## config.mk

```make
export PLATFORM = sky130hd
export DESIGN_NAME = app_dma_wr
export DESIGN_NICKNAME = d
export VERILOG_FILES = /design/src/rtl/dma_pkg.sv /design/src/rtl/app_dma_wr.sv
export SDC_FILE = /design/constraint.sdc
export NUM_CORES = 1
export LEC_CHECK = 0
export BUFFER_PORTS_ARGS = -buffer_cell sky130_fd_sc_hd__buf_4
export CAP_MARGIN = 20
export CELL_PAD_IN_SITES_DETAIL_PLACEMENT = 2
export CELL_PAD_IN_SITES_GLOBAL_PLACEMENT = 2
export CORE_AREA = 5 5 239 241
export CTS_CLUSTER_SIZE = 14
export DETAILED_ROUTE_END_ITERATION = 10
export DIE_AREA = 0 0 244 246
export PLACE_DENSITY_LB_ADDON = 0.12
export SETUP_SLACK_MARGIN = 0.5
export SYNTH_ARGS = -nofsm -noshare
export SYNTH_HDL_FRONTEND = slang
export SYNTH_SLANG_ARGS = --single-unit
```

## constraint.sdc

```tcl
create_clock -name I_sys_clk -period 2.6 [get_ports I_sys_clk]
set_clock_uncertainty 0.15 [all_clocks]
set_input_delay 0.26 -clock I_sys_clk [delete_from_list [all_inputs] [get_ports I_sys_clk]]
set_output_delay 0.26 -clock I_sys_clk [all_outputs]
set_load 0.02 [all_outputs]
```

## src/rtl/dma_pkg.sv

```systemverilog
// Shared definitions for the MIG DMA engines: app_cmd encodings, default address step
// and the write-engine state encoding.
package dma_pkg;

  localparam logic [2:0] APP_CMD_WR    = 3'b000;
  localparam logic [2:0] APP_CMD_RD    = 3'b001;
  localparam int         ADDR_STEP_DEF = 8;

  typedef enum logic [1:0] {
    WR_IDLE,
    WR_XFER,
    WR_DONE
  } wr_state_e;

endpackage

```

## src/rtl/app_dma_wr.sv

```systemverilog
// DMA write engine: FWFT FIFO -> DDR3 MIG user interface, independent command and data paths.
// Optional byte mask input from the FIFO word is enabled with `define DMA_WR_MASK_EN.
import dma_pkg::*;

module app_dma_wr #(
  parameter int ADDR_W    = 28,
  parameter int DATA_W    = 256,
  parameter int LEN_W     = 8,
  parameter int ADDR_STEP = ADDR_STEP_DEF
) (
  input  logic                I_sys_clk,
  input  logic                I_Rst_n,
  input  logic                ex_wr_start,
  input  logic [ADDR_W-1:0]   ex_wr_addr,
  input  logic [LEN_W-1:0]    ex_wr_burst_len,
  input  logic [DATA_W-1:0]   ex_wr_data,
`ifdef DMA_WR_MASK_EN
  input  logic [DATA_W/8-1:0] ex_wr_mask,
`endif
  input  logic                ex_wr_empty,
  output logic                ex_wr_rd_en,
  output logic                ex_wr_burst_start,
  output logic                ex_wr_burst_end,
  output logic                ex_wr_busy,
  output logic [ADDR_W-1:0]   app_addr,
  output logic [2:0]          app_cmd,
  output logic                app_en,
  input  logic                app_rdy,
  output logic [DATA_W-1:0]   app_wdf_data,
  output logic                app_wdf_wren,
  output logic                app_wdf_end,
  output logic [DATA_W/8-1:0] app_wdf_mask,
  input  logic                app_wdf_rdy
);

  wr_state_e         state_q, state_d;
  logic [LEN_W-1:0]  len_q;
  logic [LEN_W-1:0]  cmd_cnt;
  logic [LEN_W-1:0]  data_cnt;
  logic [ADDR_W-1:0] addr_q;
  logic              en_q;
  logic              burst_end_q;
  logic              accept;
  logic              cmd_hs;
  logic              data_hs;
  logic              xfer_done;

  assign accept    = (state_q == WR_IDLE) && ex_wr_start && (ex_wr_burst_len != '0);
  assign cmd_hs    = en_q && app_rdy;
  assign data_hs   = app_wdf_wren && app_wdf_rdy;
  assign xfer_done = (cmd_cnt == len_q) && (data_cnt == len_q);

  always_comb begin
    state_d = state_q;
    case (state_q)
      WR_IDLE: if (accept) state_d = WR_XFER;
      WR_XFER: if (xfer_done) state_d = WR_DONE;
      WR_DONE: state_d = WR_IDLE;
      default: state_d = WR_IDLE;
    endcase
  end

  // Command and data counters advance independently; either side may lead the other.
  always_ff @(posedge I_sys_clk or negedge I_Rst_n) begin
    if (!I_Rst_n) begin
      state_q     <= WR_IDLE;
      len_q       <= '0;
      cmd_cnt     <= '0;
      data_cnt    <= '0;
      addr_q      <= '0;
      en_q        <= 1'b0;
      burst_end_q <= 1'b0;
    end else begin
      state_q     <= state_d;
      burst_end_q <= (state_d == WR_DONE);
      if (accept) begin
        addr_q   <= ex_wr_addr;
        len_q    <= ex_wr_burst_len;
        cmd_cnt  <= '0;
        data_cnt <= '0;
        en_q     <= 1'b1;
      end else begin
        if (cmd_hs) begin
          addr_q  <= addr_q + ADDR_W'(ADDR_STEP);
          cmd_cnt <= cmd_cnt + LEN_W'(1);
          if (cmd_cnt + LEN_W'(1) == len_q) en_q <= 1'b0;
        end
        if (data_hs) data_cnt <= data_cnt + LEN_W'(1);
      end
    end
  end

  assign ex_wr_burst_start = accept;
  assign ex_wr_burst_end   = burst_end_q;
  assign ex_wr_busy        = (state_q != WR_IDLE);
  assign app_addr          = addr_q;
  assign app_cmd           = APP_CMD_WR;
  assign app_en            = en_q;

  // The FIFO is first-word-fall-through, so its head word is presented straight to the MIG.
  assign app_wdf_wren = (state_q == WR_XFER) && (data_cnt < len_q) && !ex_wr_empty;
  assign app_wdf_end  = app_wdf_wren;
  assign app_wdf_data = ex_wr_data;
  assign ex_wr_rd_en  = data_hs;

`ifdef DMA_WR_MASK_EN
  assign app_wdf_mask = ex_wr_mask;
`else
  assign app_wdf_mask = '0;
`endif

endmodule

```

### Yosys cells after proc, flatten, opt, wreduce, memory -nomap -nowiden

Index checks and enable logic that the tools add are counted.

* $add $sub $neg: 3
* multipliers: 0
* div/mod/pow operators: 0
* magnitude comparators: 1
* equality and inequality tests: 5
* shifts and indexed selects: 0
* muxes and demuxes: 12
* bitwise operators: 0
* reductions and logical operators: 15

Operator list (count)
* 2-to-1 mux 28 bit: 2
* 2-to-1 mux 8 bit: 4
* adder 28 x 4 -> 28 bit (second input constant): 1
* == test 8 bit: 3
* adder 8 x 1 -> 8 bit (second input constant): 2
* less-than comparator 8 bit: 1
* nonzero test 2 bit: 4
* nonzero test 8 bit: 1
* logical AND 1 bit: 7
* 2-to-1 mux 2 bit: 2
* case mux 2 bit (2 select lines): 1
* 2-to-1 mux 1 bit: 3
* == test 2 x 1 -> 1 bit (second input constant): 1
* == test 2 bit (second input constant): 1
* zero test 2 bit: 1
* AND reduction 2 bit: 1
* zero test 1 bit: 1

* flip-flop bits (word level): 56
* latch bits: 0
* bits in writable memories: 0
* bits in read-only memories: 0
* input bits: 298
* output and inout bits: 326
* memories: 0

### Longest topological paths before layout

* depth in word-level cells: 6
* depth in mapped cells: 8

### Worst setup path after synthesis

Ideal clock, no wire load.

* path kind: reg2reg
* from: register len_q[1]
* to: register data_cnt[0]
* arrival: 1814 ps
* data required time: 2371 ps
* slack: 557 ps
* stages on the path, launching flop included: 9
* cells stage by stage: dfrtp_1 > inv_1 > ha_1 > nor2b_1 > o211ai_1 > a21o_1 > and3_1 > clkbuf_1 > mux2i_1

* word-level cells in the longest chain between the ends: 5

RTL lines
* start: declaration: line app_dma_wr.sv:37 `logic [LEN_W-1:0] len_q;`
* start signal: assignment: line app_dma_wr.sv:78 `len_q <= ex_wr_burst_len;`
* less-than comparator 8 bit: line app_dma_wr.sv:101 `assign app_wdf_wren = (state_q == WR_XFER) && (data_cnt < len_q) && !ex_wr_empty;`
* logical AND 1 bit (2 in a row): line app_dma_wr.sv:101
* logical AND 1 bit: line app_dma_wr.sv:50 `assign data_hs = app_wdf_wren && app_wdf_rdy;`
* via ex_wr_rd_en: line app_dma_wr.sv:21 `output logic ex_wr_rd_en,`
* nonzero test 2 bit (no source line)
* end signal: assignment: line app_dma_wr.sv:88 `if (data_hs) data_cnt <= data_cnt + LEN_W'(1);`
* end: declaration: line app_dma_wr.sv:39 `logic [LEN_W-1:0] data_cnt;`

The timed path passes the listed nets, and every way through them passes these cells.
A chain may end at the register's enable or synchronous reset.

### Worst setup path after layout

* from: register len_q[1]
* to: output ex_wr_rd_en

* word-level cells in the longest chain between the ends: 4

RTL lines (line)
* less-than comparator 8 bit: app_dma_wr.sv:101
* logical AND 1 bit (2 in a row): app_dma_wr.sv:101
* logical AND 1 bit: app_dma_wr.sv:50
* end: declaration: app_dma_wr.sv:21

Every way passes these cells.

==> run_results.csv <==
group,metric,value,unit
run_status,status,"complete, no violations",
die,core_area,54700,sq um
die,num_rows,86,
detailed_routing,vias_per_cell,2.87,
critical_path,crit_arrival,1.84,ns
sta,rsz0062_at_grt,"yes",
power,p_switching,0.698,mW
clocking,clk_latency,0.35,ns
yosys,syn_area,5340,sq um
sta,relSlewSlack,62.8,%
power,pwr-share-comb,16.9,%
global_route,grt_pass1_wl,28.5,mm
critical_path,crit_buf_inv,2,
layout,n_antenna_cell,0,
yosys,synth_seq_area_share,26.2,%
yosys,synth_top_cell_area_share,41.0,%
placed_design,portBuffers,76,
clocking,htree_levels,2,
clocking,cts_tree,"yes",
yosys,synth_cells,651,
critical_path,critPathLaunchType,"flop",
sta,slew_violations,0,
critical_path,critPathTopFamily,"flip-flops",
sta,whs,0.0280,ns
die,io-pin-count,624,
yosys,synth_edf_count,0,
critical_path,crit_type,"reg2out",
global_route,grt_antenna_before_repair,2,
clocking,numCtsBuffers,5,
sta,final_hold_viol_count,0,
placed_design,gp_congestion,0.660,
yosys,synthArstFlopShare,100,%
detailed_routing,drt_iter0_markers,46,
die,chipHeight,246,um
global_route,grt_max_degree,35,
power,ir_drop,0.000259,V
detailed_routing,routedWlPerCell,16.5,um
power,clkPwrFrac,37.8,%
clocking,cts_root_buf,"clkbuf_16",
sta,timing.fmax,444,MHz
layout,drive_gt1_share,27.2,%
yosys,synth_seq_cells,56,
sta,period_share,86.7,%
layout,nets,826,
yosys,avgSynthCellArea,8.20,sq um
yosys,yosysMostFrequentCell,"buf_4",
clocking,cts_max_path_buffers,2,
placed_design,hpwl,15.3,mm
clocking,cts.sinks,56,
die,initial_core_util,9.77,%
yosys,yosysTopAreaCell,"buf_4",
run,maxCapViolations,0,
yosys,synth_area_leaders,"buf_4, dfrtp_1, nand2_1",
critical_path,cp.required,2.19,ns
sta,setup_viol,0,
power,p_leak,2.22,nW
detailed_routing,route.detailed.drc,0,
global_route,grt_overflow,0,
detailed_routing,dr.pass1.iters,4,
global_route,grt_pass1_vias,4020,
critical_path,cp_slowest_cell,"dfrtp_1",
critical_path,critPathMaxFanout,3,
critical_path,cp-end-kind,"primary output",
detailed_routing,ant_nets,0,
die,die_area,60000,sq um
critical_path,cp_slowest_stage_delay,0.40,ns
detailed_routing,vias,3506,
layout,fill_cells,6442,
power,internal_power,1.46,mW
power,powerDensity,393,nW/um^2
power,sw_frac_of_total,32.3,%
detailed_routing,routed_wl,20.1,mm
sta,tns,0,ns
yosys,synthFlopType,"dfrtp_1",
sta,fin_crit,2.25,ns
layout,syn_to_final_growth,2.86,%
yosys,synth_warnings,0,
power,seq_power_share,45.3,%
clocking,path_clk_slew,0.10,ns
yosys,ys_types,39,
sta,worst_pin_slew,0.558,ns
die,die_w,244,um
critical_path,critical_path.cell_chain,"inv_2, ha_4, nor2b_4, o211ai_1, a21o_1, and3_4, buf_6",
yosys,synth_commonest_cells,"buf_4, nand2_1, dfrtp_1, o21ai_0",
global_route,track_usage,6.47,%
min_path,hp-class,"in2reg",
through the flow:
step | cells | instance area (sq um) | setup slack, ns | util (%) | power (mW)
global placement | 1167 | 4760 | 0.295 | 8.70 | 1.28
global route | 1222 | 5490 | 0.226 | 10.0 | 2.33
finish | 1222 | 5490 | 0.346 | 10.0 | 2.16
floorplan | 685 | 5470 | 0.557 | - | 1.74
CTS | 1214 | 5350 | 0.206 | 9.78 | 2.24
detailed placement | 1167 | 4760 | 0.316 | 8.70 | 1.28
sequential cells by signal (all words and copies together) (netlist names):
signal and cells:
data_cnt 8, app_addr 28, cmd_cnt 8, len_q 8
state_q 2, ex_wr_burst_end 1, app_en 1
layout make-up:
cell class | count | area [sq um] | share of cell area, %
clock buffers | 5 | 125 | 2.28
clock inverters | 3 | 26.3 | 0.478
inverters | 12 | 47.5 | 0.866
multi-input cells | 311 | 1860 | 33.9
flip-flops and latches | 56 | 1410 | 25.6
well taps | 704 | 881 | 16.0
repair buffers | 131 | 1140 | 20.8
worst register-to-register path, cell delays in order (launching register included):
cell	delay [ns]
dfrtp_1	0.47
ha_4	0.31
nand4_1	0.13
buf_4	0.19
a21oi_1	0.45
o311ai_0	0.27
o31ai_1	0.12
what timing repair did:
item / in CTS / in global routing
pin swaps: 7 / 6
hold buffers: 27 / 0
endpoints found under the hold margin: 48 / 0
setup buffers: 11 / 7
resized for setup: 14 / 17
cloned: 1 / 1
setup endpoints to repair: 19 / 15
metal layers:
| layer | GRT usage [%] | up-vias | wire length, um |
|---|---|---|---|
| li1 | - | 1521 | - |
| met5 | 0 | - | 7 |
| met1 | 7.17 | 1649 | 8040 |
| met3 | 3.78 | 86 | 2300 |
| met4 | 3.39 | 2 | 895 |
| met2 | 9.82 | 248 | 8870 |
cell usage in the layout (no fill, tap or decap), drive strengths merged, types with 5 or more instances in the layout:
cell type | synthesis | layout
clkbuf | 10 | 6
nand3 | 18 | 18
dfrtp | 56 | 56
xor2 | 25 | 25
and3 | 6 | 6
xnor2 | 18 | 18
nand4 | 14 | 14
nor4 | 5 | 5
nor2 | 25 | 25
a21oi | 6 | 6
nor3 | 9 | 9
dlygate4sd3 | 0 | 27
inv | 12 | 14
nand2 | 72 | 72
ha | 11 | 11
buf | 296 | 102
conb | 1 | 35
o31ai | 5 | 5
o21ai | 34 | 34
cells by family (layout without fill, tap and decap cells):
| logic type | Yosys count | after routing | synth area share (%) |
|---|---|---|---|
| buf+inv | 318 | 151 | 42.9 |
| simple gates | 162 | 162 | 14.3 |
| compound gates | 57 | 57 | 6.26 |
| flops | 56 | 56 | 26.2 |
| xor+xnor | 43 | 43 | 7.05 |
| fa+ha+maj | 11 | 11 | 2.58 |
| mux | 3 | 3 | 0.562 |
| other cells | 1 | 35 | 0.0702 |
path summary, 6_finish.rpt:
kind | endpoint | cells past startpoint | slack (ns) | startpoint
max | ex_wr_rd_en | 7 | 0.35 | len_q[1]$_DFFE_PN0P_
min | app_addr[5]$_DFFE_PN0P_ | 3 | 0.03 | ex_wr_addr[5]
max reg2reg | data_cnt[2]$_DFFE_PN0P_ | 6 | 0.42 | data_cnt[5]$_DFFE_PN0P_
min reg2reg | app_addr[2]$_DFFE_PN0P_ | 2 | 0.34 | app_addr[2]$_DFFE_PN0P_
max in group asynchronous | data_cnt[3]$_DFFE_PN0P_ | 3 | 1.46 | I_Rst_n
min in group asynchronous | app_addr[11]$_DFFE_PN0P_ | 2 | 0.23 | I_Rst_n
power by group through the flow:
stage / Clock [mW] / Sequential [mW] / Combinational (mW)
global placement: 0 / 0.989 / 0.289
floorplan: 0 / 0.966 / 0.777
global route: 0.925 / 0.988 / 0.412
detailed placement: 0 / 0.993 / 0.290
CTS: 0.904 / 0.973 / 0.359
finish: 0.816 / 0.978 / 0.364
Note: power is estimated with default switching activity, not from simulation.
